**src/rtl/pingpong_window_reader_pkg.sv**
```systemverilog
// Shared types and constants for the ping-pong window reader.
// State encoding, address width and windows-per-bank helper.
package pingpong_window_reader_pkg;

  localparam int ADDR_W = 14;

  typedef enum logic [2:0] {
    IDLE,
    PRIME,
    STREAM,
    DRAIN,
    RELEASE
  } state_t;

  function automatic int win_per_bank(
    input int lw,
    input int k,
    input bit pad
  );
    return pad ? lw : lw - k + 1;
  endfunction

endpackage

```
**src/rtl/pingpong_window_reader_shift_reg.sv**
```systemverilog
// K-column window register for the ping-pong window reader.
// Newest column enters at c=K-1; older columns move toward c=0.
module window_shift_reg
  import pingpong_window_reader_pkg::*;
#(
  parameter int K  = 3,
  parameter int DW = 16
) (
  input  logic              clk,
  input  logic              reset,
  input  logic              shift_en,
  input  logic              clear,
  input  logic [K*DW-1:0]   col_in,
  output logic [K*K*DW-1:0] win_out
);

  logic [K*DW-1:0] cols [K];

  // column storage: clear between banks, shift on enable
  always_ff @(posedge clk or posedge reset) begin
    if (reset) begin
      for (int c = 0; c < K; c++) cols[c] <= '0;
    end else if (clear) begin
      for (int c = 0; c < K; c++) cols[c] <= '0;
    end else if (shift_en) begin
      for (int c = 0; c < K - 1; c++) cols[c] <= cols[c+1];
      cols[K-1] <= col_in;
    end
  end

  // flatten: pixel (r,c) lands at slice r*K+c
  always_comb begin
    win_out = '0;
    for (int r = 0; r < K; r++)
      for (int c = 0; c < K; c++)
        win_out[(r*K+c)*DW +: DW] = cols[c][r*DW +: DW];
  end

endmodule

```
**src/rtl/pingpong_window_reader.sv**
```systemverilog
// Reads K-line ping-pong banks column by column into KxK windows.
// Optional zero padding: define WINDOW_READER_ZERO_PAD_EN.
module pingpong_window_reader
  import pingpong_window_reader_pkg::*;
#(
  parameter int NUM_LINES  = 3,
  parameter int DATA_WIDTH = 16,
  parameter int LINE_WIDTH = 32
) (
  input  logic                                  clk,
  input  logic                                  reset,
  input  logic                                  bank_done,
  input  logic                                  bank_done_id,
  output logic                                  rd_en,
  output logic                                  rd_bank,
  output logic [ADDR_W-1:0]                     rd_addr,
  input  logic [NUM_LINES*DATA_WIDTH-1:0]       rd_data,
  output logic [NUM_LINES*NUM_LINES*DATA_WIDTH-1:0] win_data,
  output logic                                  win_valid,
  input  logic                                  win_ready,
  output logic                                  bank_release,
  output logic                                  overflow,
  output logic                                  busy
);

  localparam int K   = NUM_LINES;
  localparam int CDW = K * DATA_WIDTH;
  localparam int CW  = ADDR_W + 1;
`ifdef WINDOW_READER_ZERO_PAD_EN
  localparam int PAD    = (K - 1) / 2;
  localparam bit PAD_EN = 1'b1;
  localparam int NCOL   = LINE_WIDTH + 2 * PAD;
`else
  localparam bit PAD_EN = 1'b0;
  localparam int NCOL   = LINE_WIDTH;
`endif
  localparam int NWIN = win_per_bank(LINE_WIDTH, K, PAD_EN);

  localparam logic [CW-1:0] LW_C   = CW'(LINE_WIDTH);
  localparam logic [CW-1:0] K_C    = CW'(K);
  localparam logic [CW-1:0] NCOL_C = CW'(NCOL);
  localparam logic [CW-1:0] NWIN_C = CW'(NWIN);

  state_t          state, nxt;
  logic [1:0]      pend;
  logic            turn;
  logic [CW-1:0]   col_cnt, sh_cnt, win_cnt;
  logic            inflight;
  logic [CDW-1:0]  fifo [2];
  logic            wp, rp;
  logic [1:0]      cnt;

  logic            active, is_pad, head_ok, shift;
  logic            push, pop, acc, all_done, rd_last, rel;
  logic [CDW-1:0]  head;
  logic [1:0]      set_v, clr_v;

  assign active = (state == PRIME) || (state == STREAM) ||
                  (state == DRAIN);
  assign rd_en  = ((state == PRIME) || (state == STREAM)) &&
                  (col_cnt < LW_C) &&
                  (({1'b0, inflight} + cnt) < 2'd2);
  assign rd_addr = col_cnt[ADDR_W-1:0];
  assign rd_last = rd_en && (col_cnt == LW_C - 1'b1);

`ifdef WINDOW_READER_ZERO_PAD_EN
  localparam logic [CW-1:0] PAD_C = CW'(PAD);
  assign is_pad = (sh_cnt < PAD_C) || (sh_cnt >= PAD_C + LW_C);
`else
  assign is_pad = 1'b0;
`endif

  // head of the column stream: pad zeros, skid entry or bypassed read
  assign head    = is_pad ? '0 : ((cnt != 2'd0) ? fifo[rp] : rd_data);
  assign head_ok = is_pad || (cnt != 2'd0) || inflight;
  assign shift   = active && (sh_cnt < NCOL_C) && head_ok &&
                   (!win_valid || win_ready);
  assign pop     = shift && !is_pad && (cnt != 2'd0);
  assign push    = inflight && !(shift && !is_pad && (cnt == 2'd0));

  assign acc      = win_valid && win_ready;
  assign all_done = (win_cnt == NWIN_C) ||
                    (acc && (win_cnt == NWIN_C - 1'b1));

  assign rel          = (state == RELEASE);
  assign bank_release = rel;
  assign busy         = (state != IDLE);

  assign set_v = bank_done ? (bank_done_id ? 2'b10 : 2'b01) : 2'b00;
  assign clr_v = rel ? (rd_bank ? 2'b10 : 2'b01) : 2'b00;

  // state register
  always_ff @(posedge clk or posedge reset) begin
    if (reset) state <= IDLE;
    else       state <= nxt;
  end

  // next-state decode
  always_comb begin
    nxt = state;
    unique case (state)
      IDLE:    if (pend[turn]) nxt = PRIME;
      PRIME:   if (sh_cnt >= K_C) nxt = STREAM;
      STREAM:  if (rd_last || (col_cnt == LW_C)) nxt = DRAIN;
      DRAIN:   if (all_done) nxt = RELEASE;
      RELEASE: nxt = IDLE;
      default: nxt = IDLE;
    endcase
  end

  // bank bookkeeping: pending flags, overflow, turn, bank select
  always_ff @(posedge clk or posedge reset) begin
    if (reset) begin
      pend     <= 2'b00;
      overflow <= 1'b0;
      turn     <= 1'b0;
      rd_bank  <= 1'b0;
    end else begin
      pend <= (pend & ~clr_v) | set_v;
      if (|(set_v & pend & ~clr_v)) overflow <= 1'b1;
      if ((state == IDLE) && pend[turn]) rd_bank <= turn;
      if (rel) turn <= ~turn;
    end
  end

  // column, shift and window counters plus read-in-flight flag
  always_ff @(posedge clk or posedge reset) begin
    if (reset) begin
      col_cnt  <= '0;
      sh_cnt   <= '0;
      win_cnt  <= '0;
      inflight <= 1'b0;
    end else if (state == IDLE) begin
      col_cnt  <= '0;
      sh_cnt   <= '0;
      win_cnt  <= '0;
      inflight <= 1'b0;
    end else begin
      inflight <= rd_en;
      if (rd_en) col_cnt <= col_cnt + 1'b1;
      if (shift) sh_cnt  <= sh_cnt + 1'b1;
      if (acc)   win_cnt <= win_cnt + 1'b1;
    end
  end

  // two-entry skid FIFO for columns that cannot shift yet
  always_ff @(posedge clk or posedge reset) begin
    if (reset) begin
      fifo[0] <= '0;
      fifo[1] <= '0;
      wp      <= 1'b0;
      rp      <= 1'b0;
      cnt     <= 2'd0;
    end else if (state == IDLE) begin
      wp  <= 1'b0;
      rp  <= 1'b0;
      cnt <= 2'd0;
    end else begin
      if (push) begin
        fifo[wp] <= rd_data;
        wp       <= ~wp;
      end
      if (pop) rp <= ~rp;
      cnt <= cnt + {1'b0, push} - {1'b0, pop};
    end
  end

  // window valid: set once K columns are in, held while stalled
  always_ff @(posedge clk or posedge reset) begin
    if (reset)               win_valid <= 1'b0;
    else if (state == IDLE)  win_valid <= 1'b0;
    else if (shift)          win_valid <= (sh_cnt + 1'b1) >= K_C;
    else if (acc)            win_valid <= 1'b0;
  end

  window_shift_reg #(
    .K  (K),
    .DW (DATA_WIDTH)
  ) u_win (
    .clk      (clk),
    .reset    (reset),
    .shift_en (shift),
    .clear    (state == IDLE),
    .col_in   (head),
    .win_out  (win_data)
  );

endmodule

```
**config.mk**
```make
export PLATFORM = sky130hd
export DESIGN_NAME = pingpong_window_reader
export DESIGN_NICKNAME = d
export VERILOG_FILES = /design/src/rtl/pingpong_window_reader_pkg.sv /design/src/rtl/pingpong_window_reader_shift_reg.sv /design/src/rtl/pingpong_window_reader.sv
export SDC_FILE = /design/constraint.sdc
export NUM_CORES = 1
export LEC_CHECK = 0
export ABC_CLOCK_PERIOD_IN_PS = 12310
export CAP_MARGIN = 20
export CORE_MARGIN = 4
export CORE_UTILIZATION = 55
export CTS_BUF_LIST = sky130_fd_sc_hd__clkbuf_8
export DETAILED_ROUTE_END_ITERATION = 10
export PLACE_DENSITY = 0.82
export REMOVE_ABC_BUFFERS = 1
export SLEW_MARGIN = 25
export SYNTH_ARGS = -nofsm -noshare
export SYNTH_HDL_FRONTEND = slang
export SYNTH_SLANG_ARGS = --single-unit
```
**constraint.sdc**
```tcl
create_clock -name clk -period 12.31 [get_ports clk]
set_input_delay 1.231 -clock clk [delete_from_list [all_inputs] [get_ports clk]]
set_output_delay 1.231 -clock clk [all_outputs]
set_load 0.03 [all_outputs]
```
Yosys cells after proc, flatten, opt, wreduce, memory -nomap -nowiden --
Index checks and enable logic that the tools add are counted.
Word-level totals: logic and storage cells 125, bits of input ports 53, register bits 299
Operators by class: reduce and logical (&&, ||, !) cells 34, muxes and demuxes 35, add/subtract/negate cells 6, order comparisons 9, bitwise gates (word level) 11, equal/unequal tests 12
Operators with widths (count):
- $mux W144 | 2
- $mux W48 | 5
- $bwmux W96 | 1
- $mux W15 | 6
- $demux W48 S1 | 1
- $add A15 B1 Y15 const B | 3
- $eq A15 B5 Y1 const B | 3
- $ge A15 B2 Y1 const B | 2
- $lt A15 B6 Y1 const B | 2
- $eq A15 B6 Y1 const B | 1
- $logic_and A1 B1 Y1 | 13
- $mux W3 | 4
- $pmux W3 S4 | 1
- $reduce_bool A2 Y1 | 6
- $mux W1 | 10
- $mux W2 | 5
- $and A2 B2 Y2 | 3
- $eq A3 B2 Y1 const B | 2
- $logic_or A1 B1 Y1 | 6
- $reduce_bool A3 Y1 | 2
- $ge A2 B2 Y1 const B | 2
- $ne A2 B1 Y1 const B | 2
- $ne A2 B2 Y1 const B | 2
- $not A1 Y1 | 4
- 17 further kinds | 19

Depth between registers and ports, before layout --
Gate-level depths: netlist of the first run.
depth after elaboration 12, depth in mapped cells 9, mapped depth without buffers 9

Cells and area by module --
A second synthesis of the first run with hierarchy kept.
Unflattened totals: cells, all modules 1150, area, all modules 13490.4 um^2
By module, submodules not included:
- pingpong_window_reader | cells each 685, sequential area each 3878.7 um^2, area an instance 7686.1 um^2, instances 1
- window_shift_reg | cells each 465, sequential area each 3603.5 um^2, area an instance 5804.3 um^2, instances 1

Least setup slack after synthesis of the first run --
OpenSTA, ideal clock, no wires.
kind register to output, start point reg state[0], end point out rd_en, required time 11.079 ns, arrival time 1.565 ns, cell stages (with the launch flop) 5, setup slack 9.514 ns, path through dfrtp_1 -> clkbuf_1 -> nor2b_1 -> o221ai_1 -> nor2_1
On the way: word-level cells in the longest chain between the ends 4, elaborated cells on any way between the ends 5
RTL lines:
- start: declaration | RTL line pingpong_window_reader.sv:44 | state_t state, nxt;
- start signal: assignment | RTL line pingpong_window_reader.sv:95 | else state <= nxt;
- $eq A3 B1 Y1 / $eq A3 B2 Y1 (equally long branches) | RTL line pingpong_window_reader.sv:60 | assign rd_en = ((state == PRIME) || (state == STREAM)) &&
- $logic_or A1 B1 Y1 (*) | RTL line pingpong_window_reader.sv:60
- $logic_and A1 B1 Y1 (*) | RTL line pingpong_window_reader.sv:60
- $logic_and A1 B1 Y1 (*) | RTL line pingpong_window_reader.sv:61 | (col_cnt < LW_C) &&
- end: declaration | RTL line pingpong_window_reader.sv:14 | output logic rd_en,
Mark *: on every way between the ends. The rest lies on a longest branch, timed or not.

Worst setup path after layout of the first run --
Ends and elaborated chain as after synthesis.

==> results of run 1 <==
==> sequential cells by signal, indices dropped and copies added (netlist names), 2 cells and up <==
signal / cells
pend: 2
win_cnt: 15
u_win.win_out: 144
state: 3
fifo: 96
col_cnt: 15
sh_cnt: 15
cnt: 2
==> power by group <==
part / internal, mW / switching [mW] / leakage, nW / total (mW)
combinational: 0.0162 / 0.0257 / 3.01 / 0.0419
sequential: 0.983 / 0.00000000650 / 4.15 / 0.983
clock: 0.454 / 0.370 / 0.557 / 0.824
total: 1.45 / 0.396 / 7.71 / 1.85
==> final cells by class <==
| type | count | share of cell area [%] |
|---|---|---|
| clock buffers | 63 | 5.29 |
| flip-flops and latches | 299 | 45.7 |
| repair buffers | 227 | 13.8 |
| multi-input cells | 849 | 32.0 |
| clock inverters | 20 | 0.496 |
| well taps | 319 | 2.43 |
| inverters | 11 | 0.343 |
==> per-stage QoR <==
step	utilization [%]	instance area (um2)	std cells
5_1_grt	69.4	16400	1788
3_5_place_dp	65.4	15400	1705
4_1_cts	69.4	16400	1788
3_3_place_gp	65.4	15400	1705
6_report	69.4	16400	1788
2_1_floorplan	-	12700	1159
==> final timing paths <==
| path | startpoint | slack, ns | cells after the start | endpoint |
|---|---|---|---|---|
| hold / removal | overflow | 0.47 | 1 | overflow |
| setup reg to reg | cnt[0] | 8.67 | 7 | sh_cnt[2] |
| setup / recovery | state[0] | 8.32 | 4 | rd_en |
| hold reg to reg | overflow | 0.47 | 1 | overflow |
| max in group asynchronous | reset | 9.25 | 4 | u_win.win_out[132] |
| min in group asynchronous | reset | 1.17 | 2 | col_cnt[6] |
==> placed cells by master (no fill, tap or decap), types with 3 or more instances in the layout <==
| cell type | n |
|---|---|
| nand3_1 | 113 |
| dfrtp_1 | 298 |
| o211ai_1 | 42 |
| mux2_2 | 58 |
| inv_1 | 27 |
| xor2_1 | 11 |
| clkbuf_8 | 63 |
| a22o_1 | 4 |
| and3_1 | 13 |
| mux2i_1 | 49 |
| or3_1 | 4 |
| nor3b_1 | 3 |
| nor2b_1 | 3 |
| ha_1 | 9 |
| nand2_1 | 302 |
| and2_1 | 14 |
| a21oi_1 | 52 |
| nor2_1 | 40 |
| mux2_1 | 20 |
| buf_6 | 3 |
| nor3_1 | 9 |
| clkdlybuf4s50_1 | 216 |
| o21ai_0 | 25 |
| mux2_4 | 20 |
| nor4_1 | 5 |
| buf_4 | 8 |
| or4_1 | 3 |
| xnor2_1 | 10 |
| nand4_1 | 6 |
==> per-layer routing <==
layer  part of all wire [%]  up-vias  GRT usage [%]
met5                      0        -              0
met4                    1.7        0           5.49
met3                    6.3       46           5.78
li1                       -     4647              -
met2                     50      254           39.1
met1                     42     4964           31.7
==> cells by family (layout without fill, tap and decap cells) <==
logic type	count (synthesis)	count (layout)	synth area share, %
DFF	299	299	56.3
buffers and inverters	110	321	4.33
muxes	147	147	12.6
xor gates and xnor gates	21	21	1.38
adders and majority gates	9	9	0.848
AOI/OAI and AO/OA	144	144	6.98
and+or+nand+nor	528	528	17.6
==> worst reg2reg max path: cells and delay by family (launching register included) <==
kind	cells	cell delay [ns]
simple gates	2	1.13
compound gates	3	0.94
buf+inv	2	1.06
flops	1	0.40
==> flow_metrics.env, run 1 <==
export IMPL_hold_viol_final=0
export IMPL_fin_skew_ns=0.0258
export IMPL_path_delay_family="buffers and inverters"
export IMPL_htree_levels=2
export IMPL_avgRoutedWirePerCell_um=17.5
export IMPL_diodes=0
export IMPL_drt_pass1_iter_count=5
export IMPL_ios=217
export IMPL_post_cts_buffers=0
export IMPL_dp_slack_ns=7.75
export IMPL_fp_dieH_um=163
export IMPL_place_hpwl_um=19200
export IMPL_relSlewSlack_pct=33.2
export IMPL_num_vias=9911
export IMPL_crit_fanout=10
export IMPL_numPortBuffers=216
export IMPL_seq_area_um2=7490
export IMPL_netlist_area_um2=13300
export IMPL_drive_above_1_share_pct=11.6
export IMPL_power_mw=1.85
export IMPL_worstMarginPinSlew_ns=1.00
export IMPL_holdBufCountCts=0
export IMPL_cap_violations=0
export IMPL_synth_area_top_cells="dfrtp_1, nand2_1, mux2_2, nand3_1, mux2i_1"
export IMPL_arrival_ns=2.76
export IMPL_worst_setup_path_start_kind="flip-flop"
export IMPL_clock_sinks=299
export IMPL_drv_slew=0
export IMPL_p_per_area_nw_per_um2=113
export IMPL_synth_seq_area_share_pct=56.3
export IMPL_period_minus_slack_ns=3.99
export IMPL_place_gp_congestion=0.802
export IMPL_cp_required_ns=11.08
export IMPL_rsz0062_at_grt="false"
export IMPL_path_class="reg2out"
export IMPL_drt_initial_drc_count=812
export IMPL_layout_setup_ws_ns=8.32
export IMPL_yosysMostFrequentCell="nand2_1"
export IMPL_setup_tns_ns=0
export IMPL_end_kind="output pin"
export IMPL_cts_root_buf="clkbuf_8"
export IMPL_overflow=0
export IMPL_yosysTopAreaCell="dfrtp_1"
export IMPL_critPathBufInv=1
export IMPL_grt_pass1_vias=10100
export IMPL_avgSynthCellArea_um2=10.6
export IMPL_fin_nets=1498
export IMPL_synth_top_cells_by_count="nand2_1, dfrtp_1, nand3_1, mux2_2, a21oi_1"
export IMPL_cpMaxStageDelayCell="clkdlybuf4s50_1"
export IMPL_fillCellCount=1744
export IMPL_setup_viol=0
export IMPL_viasPerCell=5.54
export IMPL_ys_ff_latch=299
export IMPL_grt_pass1_wl_um=51700
export IMPL_ys_warnings_count=0
export IMPL_cp_cell_sequence="nor2b_1 -> o221ai_1 -> nor2_1 -> clkdlybuf4s50_1"
export IMPL_cts_buffers_inserted=48
export IMPL_insertion_delay_ns=0.56
export IMPL_die_w_um=163
export IMPL_drtAntennaViolNets=0
export IMPL_drcViolationCount=0
export IMPL_clockBufferDepth=3
export IMPL_fmax_mhz=251
export IMPL_synthToLayoutAreaGrowth_pct=23.4
export IMPL_rows=56
export IMPL_start_util_pct=56.3
export IMPL_critical_path_max_stage_delay_ns=0.74
export IMPL_vdd_drop_max_v=0.0000931
export IMPL_p_leak_nw=7.71
export IMPL_status="completed"
export IMPL_synth_edff_count=0
export IMPL_fin_crit_sh_pct=32.4
export IMPL_core_um2=23600
export IMPL_routed_wl_um=31300
export IMPL_synthCells=1258
export IMPL_synthArstFlopShare_pct=100
export IMPL_ctsResizeCount=0
export IMPL_die_area_um2=26700
export IMPL_antenna_found_initial=0
export IMPL_synth_ff_type="dfrtp_1"
export IMPL_grt_max_degree=139
export IMPL_fin_hold_ws_ns=0.472
export IMPL_synth_top_area_share_pct=56.3
export IMPL_min_path_type="reg2reg"
export IMPL_multi_input_area_um2=5250
export IMPL_clk_pin_slew_ns=0.05
export IMPL_grt_total_usage_pct=23.6
export IMPL_cts_tree="done"
export IMPL_ys_types=57
No activity file was read; power rests on OpenSTA's default activity.
==> run 2: changes to the inputs <==
Settings changed: ABC_CLOCK_PERIOD_IN_PS 12310 to 4100.
Clock period 12.31 ns to 4.1 ns, I/O delays scaled along.
==> run 2 against run 1 <==
Total power grew to 3.1 times the previous value. Utilization grew 0.63 points. Clock skew increased by 0.0037 ns. Via count down 0.49%. Combinational power increased to 3.1 times the previous value. Non-clock buffer count increased by 5. Count of clock-buffer cells in the layout up 5. Flip-flop and latch count unchanged. Worst hold slack got worse by 0.035 ns. Final cell count increased by 0.45%. Critical endpoint unchanged. Highest routed layer unchanged.
==> flow_metrics.env, run 2 (synthesized netlist as in run 1, its figures left out) <==
export IMPL_status="completed"
export IMPL_htree_levels=2
export IMPL_clockBufferDepth=3
export IMPL_grt_pass1_wl_um=51700
export IMPL_avgRoutedWirePerCell_um=17.4
export IMPL_viasPerCell=5.49
export IMPL_period_minus_slack_ns=3.09
export IMPL_fin_nets=1504
export IMPL_swShare_pct=21.6
export IMPL_start_util_pct=56.3
export IMPL_critical_path_max_stage_delay_ns=0.74
export IMPL_cap_violations=0
export IMPL_ctsResizeCount=0
export IMPL_reg2reg_depth=6
export IMPL_vdd_drop_max_v=0.000276
export IMPL_drv_slew=0
export IMPL_die_w_um=163
export IMPL_fmax_mhz=324
export IMPL_cts_buffers_inserted=49
export IMPL_clk_pin_slew_ns=0.06
export IMPL_rsz0062_at_grt="false"
export IMPL_p_comb_share_pct=2.3
export IMPL_fin_crit_sh_pct=75.4
export IMPL_setup_viol=0
export IMPL_path_class="reg2out"
export IMPL_clock_sinks=299
export IMPL_internal_power_mw=4.47
export IMPL_seq_area_um2=7490
export IMPL_fin_hold_ws_ns=0.437
export IMPL_cp_cell_sequence="nor2b_1 -> o221ai_1 -> nor2_1 -> clkdlybuf4s50_1"
export IMPL_r2r_end="fifo[32]"
export IMPL_overflow=0
export IMPL_place_hpwl_um=19600
export IMPL_relSlewSlack_pct=35.1
export IMPL_dp_cells=1710
export IMPL_p_per_area_nw_per_um2=344
export IMPL_cts_tree="done"
export IMPL_path_delay_family="buffers and inverters"
export IMPL_end_kind="output pin"
export IMPL_grt_total_usage_pct=23.6
export IMPL_fin_skew_ns=0.0294
export IMPL_mostFrequentLayoutCell="nand2_1"
export IMPL_seqPwrFrac_pct=51.8
export IMPL_rows=56
export IMPL_p_leak_nw=7.78
export IMPL_min_path_type="in2async"
export IMPL_worst_setup_path_start_kind="flip-flop"
export IMPL_die_area_um2=26700
export IMPL_mostFrequentLayoutCells="nand2_1, dfrtp_1, clkdlybuf4s50_1, nand3_1, clkbuf_8"
export IMPL_drt_initial_drc_count=613
export IMPL_drtAntennaViolNets=0
export IMPL_drt_pass1_iter_count=5
export IMPL_grt_max_degree=134
export IMPL_reg2reg_slack_ns=1.22
export IMPL_multi_input_area_um2=5250
export IMPL_cp_required_ns=3.69
export IMPL_place_gp_congestion=0.795
export IMPL_crit_fanout=10
export IMPL_fillCellCount=1760
export IMPL_p_switching_mw=1.23
export IMPL_core_um2=23600
export IMPL_fin_cells=1796
export IMPL_num_vias=9862
export IMPL_fp_dieH_um=163
export IMPL_post_cts_buffers=0
export IMPL_cpMaxStageDelayCell="clkdlybuf4s50_1"
export IMPL_drcViolationCount=0
export IMPL_worstMarginPinSlew_ns=0.973
export IMPL_ios=217
export IMPL_largest_reg_flops=144
export IMPL_arrival_ns=2.68
export IMPL_antenna_found_initial=1
export IMPL_numPortBuffers=216
export IMPL_pwr_share_clk_pct=45.9
export IMPL_grt_pass1_vias=10100
export IMPL_cts_root_buf="clkbuf_8"
export IMPL_critPathBufInv=1
export IMPL_routed_wl_um=31200
export IMPL_insertion_delay_ns=0.56
export IMPL_holdBufCountCts=0
export IMPL_hold_viol_final=0
export IMPL_timing_rr_start="sh_cnt[13]"
export IMPL_synthToLayoutAreaGrowth_pct=24.5
export IMPL_drive_above_1_share_pct=12.5
## run 2: cell types whose count changed in the layout (fill, tap and decap cells not counted)
cell      before  now
buf_12         0    5
clkbuf_8      63   68
diode_2        0    1
buf_6          3    0
buf_4          8   11
clkinv_8       1    0
inv_1         27   20
clkinv_2       1    5
inv_8          0    1
## run 2: worst max-delay path by stage
stage / startpoint / endpoint / cells after the start
after floorplan: reset / cnt[0] / 1
after global placement: win_ready / fifo[29] / 7
after detailed placement: win_ready / fifo[32] / 7
after CTS: state[0] / rd_en / 4
after global routing: state[0] / rd_en / 4
final: state[0] / rd_en / 4
## run 2: area by class of cell
cell class / count / area share, %
Multi-Input combinational cell: 849 / 31.7
Tap cell: 319 / 2.41
Inverter: 11 / 0.310
Clock buffer: 68 / 5.66
Clock inverter: 17 / 0.454
Antenna cell: 1 / 0.0151
Sequential cell: 299 / 45.2
Timing Repair Buffer: 232 / 14.2
## run 2: metal layers
layer | vias up | wire length, um | track usage (%)
met4 | 0 | 655 | 6.33
met2 | 255 | 15200 | 38.5
met3 | 52 | 2140 | 6.46
met1 | 4886 | 13200 | 31.4
met5 | - | 0 | 0
li1 | 4669 | - | -
## run 2: stage by stage
stage	instance area [um2]	total power, mW	TNS [ns]	setup slack [ns]	util [%]
after detailed placement	15500	3.14	0	1.02	65.8
after global placement	15500	3.14	0	1.11	65.8
after floorplan	12700	3.05	-2083.84	-4.57	-
after CTS	16500	5.77	0	0.996	70.1
final	16500	5.70	0	1.01	70.1
after global routing	16500	5.92	0	0.811	70.1
## run 2: power groups by stage
stage	Clock [mW]	Sequential (mW)	Combinational (mW)
6_report	2.62	2.95	0.129
5_1_grt	2.83	2.95	0.145
4_1_cts	2.69	2.95	0.134
3_5_place_dp	0	3.00	0.133
3_3_place_gp	0	3.00	0.131
2_1_floorplan	0	3.01	0.0459
